**src/rtl/cdc_bus_rx_pkg.sv**
```systemverilog
// Shared definitions for the REQ/ACK bus-crossing receiver: FSM encodings and
// the minimum synchroniser depth.
package cdc_bus_rx_pkg;

  typedef enum logic [1:0] {
    IDLE     = 2'b00,
    HOLD     = 2'b01,
    ACK_WAIT = 2'b10
  } rx_state_e;

  localparam int unsigned MIN_SYNC_STAGES = 2;

endpackage

```
**src/rtl/cdc_bus_rx_bit_sync.sv**
```systemverilog
// Single-bit multi-flop synchroniser, all stages reset to 0. The sender side
// reuses it to bring ACK into its own domain.
module cdc_bus_rx_bit_sync #(
  parameter int unsigned STAGES = 2
) (
  input  logic CLK,
  input  logic RST,
  input  logic d_i,
  output logic q_o
);

  logic [STAGES-1:0] sync_q;

  always_ff @(posedge CLK or negedge RST) begin
    if (!RST) begin
      sync_q <= '0;
    end else begin
      sync_q <= {sync_q[STAGES-2:0], d_i};
    end
  end

  assign q_o = sync_q[STAGES-1];

endmodule

```
**src/rtl/cdc_bus_rx.sv**
```systemverilog
// Destination end of a 4-phase REQ/ACK bus crossing: synchronises REQ, captures
// the source bus once per handshake and offers it as valid/ready locally.
//
// state    | meaning
// IDLE     | waiting for synchronised REQ; ACK low
// HOLD     | word captured, DATA_VALID high until consumer accepts
// ACK_WAIT | ACK high, waiting for the sender to drop REQ
module cdc_bus_rx
  import cdc_bus_rx_pkg::*;
#(
  parameter int unsigned BUS_WIDTH  = 8,
  parameter int unsigned NUM_STAGES = 2
) (
  input  logic                 CLK,
  input  logic                 RST,
  input  logic                 REQ_ASYNC,
  input  logic [BUS_WIDTH-1:0] DATA_ASYNC,
  input  logic                 DST_READY,
  output logic [BUS_WIDTH-1:0] SYNC_DATA,
  output logic                 DATA_VALID,
  output logic                 ACK,
  output logic                 PROTO_ERR
);

  if (NUM_STAGES < MIN_SYNC_STAGES) begin : g_stage_check
    $fatal(1, "cdc_bus_rx: NUM_STAGES must be at least 2");
  end

  rx_state_e            state_q, state_d;
  logic [BUS_WIDTH-1:0] data_q, data_d;
  logic                 valid_q, valid_d;
  logic                 ack_q, ack_d;
  logic                 err_q, err_d;
  logic                 req_sync;

  cdc_bus_rx_bit_sync #(
    .STAGES (NUM_STAGES)
  ) u_req_sync (
    .CLK (CLK),
    .RST (RST),
    .d_i (REQ_ASYNC),
    .q_o (req_sync)
  );

  always_ff @(posedge CLK or negedge RST) begin
    if (!RST) begin
      state_q <= IDLE;
      data_q  <= '0;
      valid_q <= 1'b0;
      ack_q   <= 1'b0;
      err_q   <= 1'b0;
    end else begin
      state_q <= state_d;
      data_q  <= data_d;
      valid_q <= valid_d;
      ack_q   <= ack_d;
      err_q   <= err_d;
    end
  end

  // DATA_ASYNC is only looked at on the IDLE->HOLD step; the protocol keeps it
  // stable there, so it never goes through a synchroniser.
  always_comb begin
    state_d = state_q;
    data_d  = data_q;
    valid_d = valid_q;
    ack_d   = ack_q;
    err_d   = 1'b0;
    case (state_q)
      IDLE: begin
        if (req_sync) begin
          data_d  = DATA_ASYNC;
          valid_d = 1'b1;
          state_d = HOLD;
        end
      end
      HOLD: begin
        if (DST_READY) begin
          valid_d = 1'b0;
          ack_d   = 1'b1;
          state_d = ACK_WAIT;
        end else if (!req_sync) begin
          valid_d = 1'b0;
          err_d   = 1'b1;
          state_d = IDLE;
        end
      end
      ACK_WAIT: begin
        if (!req_sync) begin
          ack_d   = 1'b0;
          state_d = IDLE;
        end
      end
      default: begin
        state_d = IDLE;
        data_d  = '0;
        valid_d = 1'b0;
        ack_d   = 1'b0;
      end
    endcase
  end

  assign SYNC_DATA  = data_q;
  assign DATA_VALID = valid_q;
  assign ACK        = ack_q;
  assign PROTO_ERR  = err_q;

endmodule

```
**config.mk**
```make
export PLATFORM = sky130hd
export DESIGN_NAME = cdc_bus_rx
export DESIGN_NICKNAME = d
export VERILOG_FILES = /design/src/rtl/cdc_bus_rx_pkg.sv /design/src/rtl/cdc_bus_rx_bit_sync.sv /design/src/rtl/cdc_bus_rx.sv
export SDC_FILE = /design/constraint.sdc
export NUM_CORES = 1
export LEC_CHECK = 0
export BUFFER_PORTS_ARGS = -buffer_cell sky130_fd_sc_hd__buf_4
export CAP_MARGIN = 20
export CORE_MARGIN = 3
export CORE_UTILIZATION = 45
export CTS_BUF_LIST = sky130_fd_sc_hd__clkbuf_2 sky130_fd_sc_hd__clkbuf_4 sky130_fd_sc_hd__clkbuf_8
export DETAILED_ROUTE_END_ITERATION = 12
export PLACE_DENSITY = 0.82
export SLEW_MARGIN = 10
export SYNTH_ARGS = -nofsm -noshare
export SYNTH_HDL_FRONTEND = slang
export SYNTH_SLANG_ARGS = --single-unit
```
**constraint.sdc**
```tcl
create_clock -name CLK -period 1.3 [get_ports CLK]
set_input_delay 0.325 -clock CLK [delete_from_list [all_inputs] [get_ports CLK]]
set_output_delay 0.325 -clock CLK [all_outputs]
set_load 0.005 [all_outputs]
```
# ---- Word level (Yosys, flattened, before mapping)
# Index checks and enable logic that the tools add are counted.
dict set report totals {
  ff_bits 15
  inputBits 12
  out_inout_bits 11
  elab_cells 35
}
dict set report classes {
  n_eq_ne 6
  n_mux 15
  n_bitwise 3
  reduce_logical 5
}
# operator count
set ops {}
lappend ops {{$pmux 8 s2} 1}
lappend ops {{$mux 8} 1}
lappend ops {{$mux 1} 7}
lappend ops {{$mux 2} 3}
lappend ops {{$pmux 1 s3} 2}
lappend ops {{$pmux 2 s3} 1}
lappend ops {{$reduce_and 3->1} 2}
lappend ops {{$ne 2x2->1 const B} 2}
lappend ops {{$ne 3x3->1 const B} 1}
lappend ops {{$not 1->1} 3}
lappend ops {{$eq 2x1->1 const B} 1}
lappend ops {{$eq 2x2->1 const B} 1}
lappend ops {{$logic_not 2->1} 1}
lappend ops {{$ne 2x1->1 const B} 1}
lappend ops {{$reduce_and 2->1} 1}
lappend ops {{$reduce_or 2->1} 1}

# ---- Depth between registers and ports, before layout
# Gate-level depths: netlist (run 1).
dict set report logic_depth {
  depth_word 4
  mapped_depth 7
  mapped_depth_nobuf 5
}

# ---- Cells and area by module
# A second synthesis (run 1) with hierarchy kept.
dict set report unflattened {
  hier_cells 70
  hier_area_um2 706.9
}
# mod n_inst cells_each area_each_um2 seq_area_each_um2
set modules_own_cells {}
lappend modules_own_cells {cdc_bus_rx 1 68 656.9 325.3}
lappend modules_own_cells {cdc_bus_rx_bit_sync 1 2 50.0 50.0}

# ---- Worst setup path before layout (run 1)
# OpenSTA, ideal clock, no wires.
dict set report synth_timing {
  path_kind {reg2reg}
  start {register state_q[0]}
  end {register data_q[0], in the netlist SYNC_DATA[0]}
  setup_ps 120
  arrival_time_ps 1256
  required_time_ps 1180
  path_slack_ps -77
  path_stages_with_launch 8
  n_path_buf 2
  period_less_slack_ps 1377
  path_cell_list {dfrtp_1 inv_1 ha_1 clkbuf_1 nor2b_1 buf_2 nand3_1 nand2_1}
}
dict set report synth_between {
  elab_chain_len 4
  elab_cells_between_ends 8
  cone_classes {eq/ne (3); mux (1); bitwise (1); reduce/logical (3)}
}
# item line
set synth_lines {}
lappend synth_lines {{from (decl)} cdc_bus_rx.sv:29} ;# rx_state_e state_q, state_d;
lappend synth_lines {{from (signal assigned)} cdc_bus_rx.sv:53} ;# state_q <= state_d;
lappend synth_lines {{$eq 2x2->1 / $eq 2x1->1 (equally long branches)} cdc_bus_rx.sv:69} ;# case (state_q)
lappend synth_lines {{$reduce_or 2->1 (no line)} n/a}
lappend synth_lines {{$not 1->1 (no line)} n/a}
lappend synth_lines {{$reduce_and 2->1 (no line)} n/a}
lappend synth_lines {{to (signal assigned)} cdc_bus_rx.sv:54} ;# data_q <= data_d;
lappend synth_lines {{to (decl)} cdc_bus_rx.sv:30} ;# logic [BUS_WIDTH-1:0] data_q, data_d;
# Parallel ways exist; a longest one is shown, timed or not.
# A chain may end at the register's enable or synchronous reset.

# ---- Final worst setup path (run 1)
dict set report layout_timing {
  start {register state_q[0]}
  end {register state_q[1]}
}
dict set report layout_between {
  elab_chain_len 2
  elab_cells_between_ends 5
  cone_classes {eq/ne (3); mux (1); reduce/logical (1)}
}
# item line
set layout_lines {}
lappend layout_lines {{$eq 2x2->1 (tied with other cells)} cdc_bus_rx.sv:69}
lappend layout_lines {{$pmux 2 s3 / $ne 2x1->1 (equally long branches)} n/a}
# Parallel ways exist; a longest one is shown, timed or not.

==> results of run 1 <==
layer usage:
layer	share of wire	up-vias	global-route usage
met4	0.012	0	0.0682
met5	0	-	0
met3	0.078	2	0.0703
met1	0.42	297	0.190
li1	-	308	-
met2	0.49	19	0.266
per-stage QoR:
| stage | hold slack (ns) | cells | power [mW] | area, um2 |
|---|---|---|---|---|
| 2_1_floorplan | 0.0294 | 72 | 1.40 | 736 |
| 3_3_place_gp | 0.184 | 113 | 1.83 | 941 |
| 3_5_place_dp | 0.188 | 113 | 1.86 | 941 |
| 4_1_cts | 0.125 | 118 | 2.19 | 991 |
| 5_1_grt | 0.121 | 118 | 2.44 | 1010 |
| 6_report | 0.138 | 118 | 2.25 | 1010 |
layout make-up:
type / instances / area [um2] / area share
well taps: 15 / 18.8 / 0.0186
flip-flops and latches: 15 / 375 / 0.371
repair buffers: 32 / 243 / 0.240
inverters: 4 / 15.0 / 0.0149
clock buffers: 3 / 22.5 / 0.0223
clock inverters: 1 / 5.00 / 0.00495
multi-input cells: 48 / 332 / 0.328
how the worst min path moves through the flow:
stage | from | to | slack [ns] | depth (start not counted)
floorplan | RST | ACK | 0.03 | 0
global placement | RST | state_q[0] | 0.18 | 1
detailed placement | RST | state_q[0] | 0.19 | 1
CTS | REQ_ASYNC | u_req_sync.sync_q[0] | 0.13 | 1
global route | REQ_ASYNC | u_req_sync.sync_q[0] | 0.12 | 1
finish | REQ_ASYNC | u_req_sync.sync_q[0] | 0.14 | 1
state kept, by name (all words and copies together), names as in the netlist:
| name | count |
|---|---|
| SYNC_DATA | 8 |
| state_q | 2 |
| u_req_sync.sync_q | 2 |
| ACK | 1 |
| DATA_VALID | 1 |
| PROTO_ERR | 1 |
worst reg2reg max path: stages (launching register included):
cell      delay, ns
dfrtp_1        0.40
buf_4          0.15
ha_1           0.20
buf_4          0.14
o211ai_1       0.20
a221oi_2       0.08
kinds of logic after synthesis:
group | Yosys count
AO/OA/AOI/OAI | 19
adder cells (fa/ha/maj) | 4
AND/OR/NAND/NOR | 25
buffers and inverters | 9
flip-flops | 15
cells in the final DEF, fill, tap and decap left out, types with 2 or more instances in the layout:
master	synthesis	final
o31ai_1	2	2
nand3_1	7	7
inv_1	4	2
o21ai_0	7	3
clkbuf_4	0	3
o21ai_1	0	3
nand2_1	12	12
a21oi_2	1	2
dfrtp_1	15	15
ha_1	4	2
inv_2	0	2
a21oi_1	3	2
o211ai_1	2	2
buf_4	0	31
power groups by stage:
stage                     Combinational, mW  Clock [mW]  Sequential, mW
final                                  1.26       0.255           0.741
after global placement                 1.09           0           0.740
after detailed placement               1.12           0           0.743
after CTS                              1.18       0.271           0.736
after global routing                   1.39       0.285           0.761
after floorplan                       0.642           0           0.756
repair_timing:
| item | CTS | global route |
|---|---|---|
| gates resized for setup | 1 | 10 |
| hold endpoints to repair | 15 | 0 |
| hold buffers | 1 | 0 |
| setup endpoints to repair | 3 | 12 |
| pin swaps | 0 | 4 |
==> run_results.csv, run 1 <==
group,metric,value,unit
outcome,status,"complete, no violations",
finish,nFillCells,107,
placement,dp_hpwl,1130,um
clock_tree,htree_levels,1,
sta,finalHoldViolCount,0,
finish,post-route-util,0.723,
synthesis,syn-mean-instance-area,10.1,um2
min_path,hp-class,"in2reg",
detailed_routing,drt-initial-drc-count,12,
placement,io_buffers,22,
sta,setup_viol,0,
global_routing,grt_pass1_vias,557,
sta,fin_worst_skew,0.00638,ns
detailed_routing,ant_nets,0,
synthesis,yosys.area.top_type,"dfrtp_1",
power_and_ir_drop,power_frac_seq,0.329,
power_and_ir_drop,irDropWorstVdd,0.00121,V
synthesis,synth_top_family_by_area,"compound AO/OA/AOI/OAI gates",
synthesis,yosys-top-cells-count,"dfrtp_1 (15), nand2_1 (12), nand3_1 (7), o21ai_0 (7)",
critical_path,cp_max_fo,4,
critical_path,cp_slowest_cell,"dfrtp_1",
critical_path,crit_path_start_kind,"register",
synthesis,synth_edf_count,0,
floorplan,rows,13,
power_and_ir_drop,comb_power_share,0.558,
synthesis,netlist_instances,72,
clock_tree,cts_root_buf,"clkbuf_4",
power_and_ir_drop,leakage,0.518,nW
synthesis,synthTopCellsByArea,"dfrtp_1 (52%), ha_1 (6.9%), nand2_1 (6.2%), nand3_1 (4.8%), o21ai_0 (4.8%)",
power_and_ir_drop,internal_power,1.41,mW
clock_tree,cts.sinks,15,
floorplan,die_w,46.2,um
sta,max_freq,773,MHz
global_routing,antenna_found_initial,0,
floorplan,die_h,46.2,um
floorplan,die-area,0.00213,mm2
clock_tree,insertion_delay,0.29,ns
synthesis,synth-xor-area-share,0,
critical_path,worstSetupEndpoint,"state_q[1]",
global_routing,grt_max_degree,16,
detailed_routing,drc,0,
placement,dpl_worst_slack,0.00500,ns
critical_path,r2r_cells,5,
power_and_ir_drop,powerDensity,2230,mW/mm2
floorplan,ioPinCount,23,
sta,worst_pin_slew,0.234,ns
clock_tree,cts_setup_buffers,0,
synthesis,yosys.area_share.simple,0.169,
power_and_ir_drop,switching_share,0.373,
clock_tree,clk_path_buf_depth,2,
critical_path,path_class,"reg2reg",
critical_path,critPathTopFamily,"flip-flops",
finish,fin_nets,120,
synthesis,synthMuxAreaShare,0,
synthesis,yosysTopAreaCellShare,0.517,
sta,rsz0062_at_grt,"yes",
detailed_routing,wirelength,1540,um
sta,period_needed,1.29,ns
finish,num_antenna_cells,0,
critical_path,crit_required,1.47,ns
sta,maxSlewViolCount,0,
sta,max_slew_margin,0.843,
finish,area_delta_synth_final,39.3,%
synthesis,yosysUniqueCellTypes,22,
run,drv_cap,0,
floorplan,start_util,0.519,
critical_path,critPathArrivalTime,1.46,ns
global_routing,grt.overflow.total,0,
synthesis,syn_nets,88,
sta,fin_setup_tns,0,ns
synthesis,synth-seq-cells,15,
critical_path,cp_cell_sequence,"buf_4 > ha_1 > buf_4 > o211ai_1 > a221oi_2",
power_and_ir_drop,p_clk_frac,0.113,
clock_tree,cts_buffers,3,
clock_tree,cts_tree,"yes",
finish,drive_above_1_share,0.447,
clock_tree,clk_pin_slew,0.08,ns
critical_path,reg2reg_from,"state_q[0]",
global_routing,grt_pass1_wl,2400,um
critical_path,endpoint_kind,"register",
synthesis,async_flop_share,1.00,
global_routing,grt.total_usage,0.165,
synthesis,yosys_warnings,0,
detailed_routing,wl_per_cell,13.1,um
detailed_routing,num_vias,626,
placement,gp_congestion,0.807,
detailed_routing,via_per_inst,5.31,
power_and_ir_drop,p_sw,840,uW
synthesis,synth_most_common_cell,"dfrtp_1",
sta,fin_crit_sh,0.995,
synthesis,synthAdderAreaFrac,0.0690,
synthesis,synth_compound_area_frac,0.174,
synthesis,synthFlopType,"dfrtp_1",
critical_path,critPathBufInv,2,
critical_path,critPathMostFrequentCell,"buf_4",
critical_path,path_depth,5,
critical_path,startpoint,"state_q[0]",
critical_path,slowest_delay,0.40,ns
critical_path,r2r-end,"state_q[1]",
synthesis,synth_area,726,um2
critical_path,reg2reg_slack,0.007,ns
floorplan,coreArea,0.00140,mm2
synthesis,yosysSeqAreaShare,0.517,
sta,worst_slack,0.00657,ns
detailed_routing,first_pass_iters,4,
Power figures use the tool's default switching activity.
==> run 2: changes to the inputs <==
REMOVE_ABC_BUFFERS = 1   (was default)
SLEW_MARGIN = default   (was 10)
==> run_results.csv, run 2 (same netlist as run 1, synthesis figures left out) <==
group,metric,value,unit
outcome,status,"complete, no violations",
finish,drive_above_1_share,0.437,
sta,holdWs,0.145,ns
clock_tree,cts.sinks,15,
finish,final_common_cell,"buf_4",
detailed_routing,wl_per_cell,14.1,um
global_routing,grt.total_usage,0.178,
clock_tree,htree_levels,1,
sta,rsz0062_at_grt,"yes",
clock_tree,cts_buffers,3,
placement,io_buffers,22,
floorplan,die_h,46.2,um
critical_path,reg2reg_slack,0.04,ns
critical_path,reg2reg_from,"state_q[1]",
finish,area_delta_synth_final,39.1,%
placement,gp_congestion,0.773,
critical_path,endpoint_kind,"register",
power_and_ir_drop,finalPower,2.30,mW
sta,worst_pin_slew,0.378,ns
finish,num_antenna_cells,0,
sta,maxSlewViolCount,0,
critical_path,crit_path_start_kind,"register",
clock_tree,cts_setup_buffers,0,
critical_path,worstSetupEndpoint,"state_q[1]",
detailed_routing,via_per_inst,5.12,
detailed_routing,ant_nets,0,
power_and_ir_drop,powerDensity,2280,mW/mm2
placement,dpl_worst_slack,-0.0144,ns
clock_tree,cts_tree,"yes",
sta,finalHoldViolCount,0,
sta,max_freq,792,MHz
floorplan,rows,13,
critical_path,path_class,"reg2reg",
detailed_routing,num_vias,604,
detailed_routing,first_pass_iters,4,
clock_tree,insertion_delay,0.28,ns
critical_path,slowest_delay,0.40,ns
sta,setup_viol,0,
finish,post-route-util,0.722,
floorplan,start_util,0.519,
critical_path,cp_slowest_cell,"dfrtp_1",
floorplan,die_w,46.2,um
finish,fin_nets,120,
critical_path,critPathArrivalTime,1.46,ns
min_path,hp-class,"in2reg",
global_routing,grt_pass1_wl,2600,um
critical_path,r2r_cells,5,
critical_path,cp_max_fo,4,
detailed_routing,drc,0,
clock_tree,clk_pin_slew,0.08,ns
clock_tree,clk_path_buf_depth,2,
detailed_routing,wirelength,1660,um
sta,worst_slack,0.0380,ns
sta,fin_crit_sh,0.971,
floorplan,ioPinCount,23,
sta,period_needed,1.26,ns
power_and_ir_drop,leakage,0.517,nW
critical_path,r2r-end,"state_q[1]",
sta,fin_worst_skew,0.00201,ns
critical_path,startpoint,"state_q[1]",
floorplan,coreArea,0.00140,mm2
run,drv_cap,0,
global_routing,grt_pass1_vias,594,
power_and_ir_drop,irDropWorstVdd,0.00107,V
critical_path,cp_cell_sequence,"inv_2 > ha_4 > nor2b_4 > and2b_1 > a221oi_2",
placement,dp_hpwl,1260,um
critical_path,crit_required,1.50,ns
floorplan,die-area,0.00213,mm2
finish,final_cell_mix,"buf_4 (31), dfrtp_1 (15), nand2_1 (12)",
clock_tree,cts_root_buf,"clkbuf_4",
finish,largest_register_ff_count,8,
global_routing,antenna_found_initial,0,
global_routing,grt_max_degree,16,
detailed_routing,drt-initial-drc-count,10,
finish,fin_area,0.00101,mm2
placement,placed_cell_area,941,um2
sta,max_slew_margin,0.748,
global_routing,grt.overflow.total,0,
[run 2: worst max-delay path, delay by kind of cell (launching register included)]
family	cells	cell delay, ns
AND/OR/NAND/NOR	2	0.39
AO/OA/AOI/OAI	1	0.15
buffers and inverters	1	0.10
flip-flops	1	0.40
adder cells (fa/ha/maj)	1	0.14
[run 2: per-stage QoR]
stage          cells  TNS, ns
2_1_floorplan     67   -0.765
3_3_place_gp     113        0
3_5_place_dp     113  -0.0351
4_1_cts          118        0
5_1_grt          118   -0.129
6_report         118        0
[run 2: layout make-up]
cell class	count	area, um2
Fill cell	109	389
Sequential cell	15	375
Multi-Input combinational cell	48	328
Timing Repair Buffer	32	243
Clock buffer	4	30.0
Tap cell	15	18.8
Inverter	4	15.0
[run 2: worst min path at each step]
stage                     depth (start not counted)      start                   end
final                                             1  REQ_ASYNC  u_req_sync.sync_q[0]
after global routing                              1  REQ_ASYNC  u_req_sync.sync_q[0]
after CTS                                         1  REQ_ASYNC  u_req_sync.sync_q[0]
after detailed placement                          1        RST                   ACK
after global placement                            1        RST                   ACK
after floorplan                                   0        RST                   ACK
[run 2: report_power, final]
group	leakage [nW]	switching [mW]	internal, mW
Sequential	0.194	0.100	0.639
Combinational	0.305	0.595	0.686
Clock	0.0184	0.139	0.140
[run 2: routing by layer]
layer,routed length [um],global-route usage
met1,696,0.206
met2,843,0.299
met3,89,0.0586
met4,34,0.0682
met5,0,0
[run 2: what timing repair did]
action	in CTS	in global routing
endpoints found under the setup margin	7	12
hold buffers	1	0
resized for setup	2	13
pin swaps	0	2
hold endpoints to repair	15	0
